==> config.mk <==
export PLATFORM = sky130hd
export DESIGN_NAME = mem_access_unit
export DESIGN_NICKNAME = d
export VERILOG_FILES = /design/src/rtl/mem_access_unit.sv
export SDC_FILE = /design/constraint.sdc
export NUM_CORES = 1
export LEC_CHECK = 0
export CORE_AREA = 2 2 108 131
export CTS_CLUSTER_SIZE = 24
export DETAILED_ROUTE_END_ITERATION = 10
export DIE_AREA = 0 0 110 133
export PLACE_DENSITY = 0.75
export SKIP_LAST_GASP = 1
export SYNTH_ARGS = -nofsm -noshare
export SYNTH_HDL_FRONTEND = slang
export SYNTH_SLANG_ARGS = --single-unit
==> constraint.sdc <==
create_clock -name clk -period 3.8 [get_ports clk]
set_clock_uncertainty 0.1 [all_clocks]
set_input_delay 0.76 -clock clk [delete_from_list [all_inputs] [get_ports clk]]
set_output_delay 0.76 -clock clk [all_outputs]
set_load 0.005 [all_outputs]
==> src/rtl/mem_access_unit.sv <==
// Load/store unit between a request port and a 32-bit word memory; sub-word stores use
// read-modify-write. Build option MEM_ACCESS_MISALIGN_TRAP_EN traps misaligned requests.
module mem_access_unit #(
  parameter int unsigned AW = 8
) (
  input  logic          clk,
  input  logic          rst_n,
  input  logic          req_valid,
  output logic          req_ready,
  input  logic          req_we,
  input  logic [1:0]    req_size,
  input  logic          req_signed,
  input  logic [31:0]   req_addr,
  input  logic [31:0]   req_wdata,
  output logic          resp_valid,
  output logic [31:0]   resp_rdata,
  output logic          resp_err,
  output logic [AW-1:0] mem_a,
  output logic [31:0]   mem_din,
  input  logic [31:0]   mem_dout,
  output logic          mem_mread,
  output logic          mem_mwrite
);

  typedef enum logic [1:0] {StIdle, StRd, StWr, StResp} state_e;

  state_e        state_q, state_d;
  logic          we_q, signed_q, err_q;
  logic [1:0]    size_q, off_q;
  logic [AW-1:0] a_q;
  logic [31:0]   wdata_q, word_q, rdata_q;

  logic          accept, trap;
  logic [1:0]    off_in;
  logic [31:0]   shifted, load_val, merged;
  logic          unused_addr;

  assign unused_addr = ^req_addr[31:AW+2];
  assign accept      = req_valid && (state_q == StIdle);

  // Force-aligned byte offset; halfwords drop bit 0, words drop both bits.
  always_comb begin
    unique case (req_size)
      2'b00:   off_in = req_addr[1:0];
      2'b01:   off_in = {req_addr[1], 1'b0};
      default: off_in = 2'b00;
    endcase
  end

`ifdef MEM_ACCESS_MISALIGN_TRAP_EN
  assign trap = ((req_size == 2'b01) && req_addr[0]) ||
                (req_size[1] && (req_addr[1:0] != 2'b00));
`else
  assign trap = 1'b0;
`endif

  always_comb begin
    state_d = state_q;
    unique case (state_q)
      StIdle: begin
        if (accept) begin
          if (trap)                     state_d = StResp;
          else if (req_we && req_size[1]) state_d = StWr;
          else                          state_d = StRd;
        end
      end
      StRd:    state_d = we_q ? StWr : StResp;
      StWr:    state_d = StResp;
      StResp:  state_d = StIdle;
      default: state_d = StIdle;
    endcase
  end

  // Load extraction straight from the combinational memory output.
  always_comb begin
    shifted = mem_dout >> {off_q, 3'b000};
    unique case (size_q)
      2'b00:   load_val = {{24{signed_q & shifted[7]}}, shifted[7:0]};
      2'b01:   load_val = {{16{signed_q & shifted[15]}}, shifted[15:0]};
      default: load_val = mem_dout;
    endcase
  end

  // Replace only the addressed lanes of the word captured in RD.
  always_comb begin
    merged = word_q;
    unique case (size_q)
      2'b00:   merged[{off_q, 3'b000} +: 8]         = wdata_q[7:0];
      2'b01:   merged[{off_q[1], 4'b0000} +: 16]    = wdata_q[15:0];
      default: merged = wdata_q;
    endcase
  end

  always_ff @(posedge clk or negedge rst_n) begin
    if (!rst_n) begin
      state_q  <= StIdle;
      we_q     <= 1'b0;
      signed_q <= 1'b0;
      err_q    <= 1'b0;
      size_q   <= 2'b00;
      off_q    <= 2'b00;
      a_q      <= '0;
      wdata_q  <= '0;
      word_q   <= '0;
      rdata_q  <= '0;
    end else begin
      state_q <= state_d;
      if (accept) begin
        we_q     <= req_we;
        signed_q <= req_signed;
        err_q    <= trap;
        size_q   <= req_size;
        off_q    <= off_in;
        a_q      <= req_addr[AW+1:2];
        wdata_q  <= req_wdata;
        rdata_q  <= '0;
      end
      if (state_q == StRd) begin
        word_q <= mem_dout;
        if (!we_q) rdata_q <= load_val;
      end
    end
  end

  assign req_ready  = (state_q == StIdle);
  assign mem_mread  = (state_q == StRd);
  assign mem_mwrite = (state_q == StWr);
  assign mem_a      = a_q;
  assign mem_din    = (state_q == StWr) ? merged : 32'h0;
  assign resp_valid = (state_q == StResp);
  assign resp_rdata = (state_q == StResp) ? rdata_q : 32'h0;
  assign resp_err   = (state_q == StResp) && err_q;

endmodule
==> flow_summary.html <==
<table>
<tr><th>Metric</th><th>Value</th></tr>
<tr><th colspan="2">Route</th></tr>
<tr><td>DRT Pass-1 Iters</td><td>6</td></tr>
<tr><td>Initial drt markers</td><td>~360</td></tr>
<tr><td>Number of design rule violations left after detail routing</td><td>0</td></tr>
<tr><td>Routed via count divided by cell count</td><td>6.06</td></tr>
<tr><td>Routed wire length</td><td>approximately 19,000 µm</td></tr>
<tr><td>Count of nets left with antenna violations after detail routing</td><td>0</td></tr>
<tr><td>Total vias in the final route</td><td>5,387</td></tr>
<tr><td>Wirelength per Cell</td><td>21.2 µm</td></tr>
<tr><th colspan="2">Worst setup path</th></tr>
<tr><td>Crit. Startpoint</td><td>off_q[1]$_DFFE_PN0P_</td></tr>
<tr><td>Data required time at the worst endpoint</td><td>2.94 ns</td></tr>
<tr><td>Type of destination of the critical path</td><td>primary output</td></tr>
<tr><td>CP Max Fanout</td><td>12</td></tr>
<tr><td>Critical path launch point type</td><td>flop</td></tr>
<tr><td>Worst setup path category</td><td>flop to primary output</td></tr>
<tr><td>Arrival time of data at the critical path endpoint</td><td>between 2 and 3 ns</td></tr>
<tr><td>Start of the worst register-to-register path</td><td>state_q[1]$_DFFE_PN0P_</td></tr>
<tr><th colspan="2">Synth</th></tr>
<tr><td>Sequential fraction of the synthesis area</td><td>around 45%</td></tr>
<tr><td>Total of flip-flops plus latches after synthesis</td><td>112</td></tr>
<tr><td>Count of different cell masters after synthesis</td><td>43</td></tr>
<tr><td>Fraction of synthesized area in multiplexers</td><td>a little under a fifth</td></tr>
<tr><td>Average size of a mapped cell</td><td>10.9 µm²</td></tr>
<tr><td>Largest family of logic cells by synthesized area</td><td>compound AO/OA/AOI/OAI gates</td></tr>
<tr><td>Number of nets in the synthesized netlist</td><td>690</td></tr>
<tr><td>XOR/XNOR share of the synthesized area</td><td>0%</td></tr>
<tr><td>Number of warnings reported in the yosys synthesis log</td><td>0</td></tr>
<tr><td>Number of instances in the synthesized netlist</td><td>578</td></tr>
<tr><td>Simple-Gate Fraction of Synth Area</td><td>10.9%</td></tr>
<tr><td>Primary FF master, synth</td><td>dfrtp_1</td></tr>
<tr><td>Area of the mapped netlist</td><td>0.00628 mm²</td></tr>
<tr><td>FFs w/ async S/R, synth</td><td>100%</td></tr>
<tr><td>EDFF count, synth</td><td>0</td></tr>
<tr><td>Complex-gate fraction of the synthesized area</td><td>20.1%</td></tr>
<tr><td>Adder-cell share of the synthesized area</td><td>1.79%</td></tr>
<tr><th colspan="2">Clock network</th></tr>
<tr><td>Clock sink total</td><td>112</td></tr>
<tr><td>Clock tree from TritonCTS</td><td>built</td></tr>
<tr><td>Htree depth</td><td>3</td></tr>
<tr><td>Clock transition time at the flip-flop clock pins of the worst setup and hold paths</td><td>approximately 0.080 ns</td></tr>
<tr><td>Clock buffers created by TritonCTS</td><td>9</td></tr>
<tr><td>Max clock buf depth</td><td>2</td></tr>
<tr><td>Buffer type at the clock tree root</td><td>clkbuf_16</td></tr>
<tr><td>Insertion delay to the later sink of the worst-skew pair</td><td>0.35 ns</td></tr>
<tr><th colspan="2">STA</th></tr>
<tr><td>Max Clk Rate</td><td>271 MHz</td></tr>
<tr><td>Setup violators final</td><td>0</td></tr>
<tr><td>Tmin final</td><td>3.69 ns</td></tr>
<tr><td>Actual transition at the worst max-transition pin</td><td>around 0.89 ns</td></tr>
<tr><td>Total Negative Setup Slacks</td><td>0 ns</td></tr>
<tr><td>Max transition margin</td><td>40.5%</td></tr>
<tr><td>Number of hold-slack violations in the final timing report</td><td>0</td></tr>
<tr><td>Number of max-slew violations in the final report</td><td>0</td></tr>
<tr><td>Final period util</td><td>97.1%</td></tr>
<tr><th colspan="2">Pwr</th></tr>
<tr><td>Maximum vdd drop</td><td>between 0.4 and 0.5 mV</td></tr>
<tr><td>Total power density per cell area</td><td>828 mW/mm²</td></tr>
<tr><td>Leakage Power</td><td>3.27 nW</td></tr>
<tr><th colspan="2">Finish</th></tr>
<tr><td>Most common library cell in the layout ignoring fill and taps</td><td>clkdlybuf4s50_1</td></tr>
<tr><td>Layout Nets</td><td>approximately 830</td></tr>
<tr><td>Fill cells</td><td>around 1,100</td></tr>
<tr><td>Finished Layout Cells</td><td>889</td></tr>
<tr><td>N_diodes</td><td>0</td></tr>
<tr><td>Area of all placed cells without fillers</td><td>0.00827 mm²</td></tr>
<tr><td>Area grow syn2layout</td><td>31.7%</td></tr>
<tr><td>Commonest cells after routing, fill and taps aside</td><td>155 x clkdlybuf4s50_1, 111 x dfrtp_1, 85 x mux2_2</td></tr>
<tr><td>Proportion of layout cells with a drive suffix above 1</td><td>18.4%</td></tr>
<tr><th colspan="2">Floorplan</th></tr>
<tr><td>Std-Cell Core Area</td><td>0.0135 mm²</td></tr>
<tr><td>Die Ht</td><td>133 µm</td></tr>
<tr><td>Row Count</td><td>47</td></tr>
<tr><td>Die Span X</td><td>110 µm</td></tr>
<tr><td>Initial standard-cell utilization of the core</td><td>46.6%</td></tr>
<tr><td>Die Outline Area</td><td>0.0146 mm²</td></tr>
<tr><td>Total I/O pin count</td><td>180</td></tr>
<tr><th colspan="2">GRT</th></tr>
<tr><td>Met1 track demand over resource</td><td>35.1%</td></tr>
<tr><td>Antenna violations before repair</td><td>0</td></tr>
<tr><td>Maximum number of pins on one net before global-route repair</td><td>69</td></tr>
<tr><td>Peak-usage layer in the global routing report</td><td>met2</td></tr>
<tr><td>Total routing resource utilization after global routing</td><td>26.3%</td></tr>
<tr><td>Global-route wire length before repair</td><td>29,600 µm</td></tr>
<tr><td>Vias in the first global route</td><td>5,420</td></tr>
<tr><td>GRT met2 Usage</td><td>43.6%</td></tr>
<tr><td>Met3 track demand over resource in global routing</td><td>3.45%</td></tr>
<tr><td>Congestion Overflow GR</td><td>0</td></tr>
<tr><th colspan="2">Placement</th></tr>
<tr><td>Post-placement cell area</td><td>between 0.007 and 0.008 mm²</td></tr>
<tr><td>Number of I/O port buffers</td><td>between 150 and 200</td></tr>
<tr><td>Placed Cells incl. Taps</td><td>just under 900</td></tr>
<tr><td>Routability congestion estimate from global placement</td><td>0.869</td></tr>
<tr><td>Estimated wirelength of the detail-placed design</td><td>about 14,000 µm</td></tr>
<tr><th colspan="2">Worst hold path</th></tr>
<tr><td>Path category of the worst min-delay check</td><td>flop to flop</td></tr>
<tr><td>Worst Hold Launch</td><td>rdata_q[3]$_DFF_PN0_</td></tr>
<tr><th colspan="2">Outcome</th></tr>
<tr><td>Result of the run</td><td>finished clean</td></tr>
<tr><th colspan="2">Flow run</th></tr>
<tr><td>Max-cap check violation count</td><td>0</td></tr>
</table>
[cells in the mapped netlist, types with 2 or more instances]
cell type  count  area, µm²
and4_1         2       17.5
nand2_1       39        146
buf_2         12       60.1
a22o_1        16        140
or2_2          2       12.5
clkinv_1       2       7.51
mux2_2        85        957
a21oi_1       33        165
nor3_1        10       50.1
nor2_1         4       15.0
a22oi_1        8       60.1
a222oi_1       7       70.1
mux2i_1       17        170
buf_6          4       45.0
a221o_1       24        240
o22ai_1       24        150
inv_1          7       26.3
nor2b_1       20        125
clkbuf_1      28        105
buf_1          5       18.8
a32o_1         8       80.1
ha_1           9        113
dfrtp_1      112       2800
and2_1        33        206
nand2b_1       9       56.3
a221oi_1      16        140
o21ai_0       26        130
[per-layer routing]
metal / vias to the layer above / part of all wire, %
met1: 2711 / 42
met2: 209 / 51
met5: - / 0
met3: 26 / 5.3
met4: 0 / 2.4
li1: 2441 / -
[stage by stage]
step	hold WS (ns)	utilization [%]	power [mW]	worst slack (ns)
2_1_floorplan	0.338	-	4.43	0.781
3_3_place_gp	0.354	59.0	5.69	0.383
3_5_place_dp	0.363	59.0	5.82	0.338
4_1_cts	0.382	61.3	6.82	0.0488
5_1_grt	0.415	61.4	7.26	-0.0144
6_report	0.379	61.4	6.85	0.109
[area by class of cell]
class                      instances  area [µm²]  share of cell area, %
timing repair buffer             174        1690                   20.5
inverter                           9        33.8                  0.409
sequential                       112        2800                   33.9
multi-input combinational        407        3220                   39.0
clock inverter                     5        47.5                  0.575
tap                              171         214                   2.59
clock buffer                      11         253                   3.06
[final timing paths]
path / cells past startpoint / to / slack (ns)
max: 7 / mem_din[8] / 0.11
max in group asynchronous: 2 / rdata_q[18]$_DFF_PN0_ / 2.31
min: 2 / rdata_q[3]$_DFF_PN0_ / 0.38
min in group asynchronous: 1 / rdata_q[28]$_DFF_PN0_ / 0.42
min reg2reg: 2 / rdata_q[3]$_DFF_PN0_ / 0.38
max reg2reg: 6 / rdata_q[29]$_DFF_PN0_ / 1.27
[registers in the layout (all words and copies together) (netlist names)]
name,flops
rdata_q,32
wdata_q,32
state_q,2
we_q,1
mem_a,8
word_q,32
signed_q,1
size_q,2
off_q,2
[critical path: stages, from the launching register on]
cell and delay, ns:
dfrtp_1 0.41, inv_1 0.10, buf_4 0.21, ha_1 0.41, and4_2 0.40, a21oi_1 0.09, o22ai_1 0.29, clkdlybuf4s50_1 0.56
[what timing repair did]
| action | CTS | global route |
|---|---|---|
| resized for setup | 1 | 4 |
| hold buffers | 0 | 0 |
| setup buffers | 0 | 1 |
| endpoints found under the setup margin | 4 | 31 |
| pin swaps | 0 | 1 |
[power by group]
part	switching, mW	internal [mW]	total [mW]	leakage, nW
Clock	0.458	0.493	0.951	0.146
Combinational	1.65	1.92	3.57	1.77
Sequential	0.562	1.76	2.32	1.35
[logic make-up (layout without fill, tap and decap cells)]
kind of cell / after synthesis / after routing
AO/OA/AOI/OAI: 169 / 169
adder cells (fa/ha/maj): 9 / 9
buffers and inverters: 59 / 199
flip-flops: 112 / 112
multiplexers: 103 / 103
other: 1 / 1
AND/OR/NAND/NOR: 125 / 125
No activity file was read; power rests on OpenSTA's default activity.
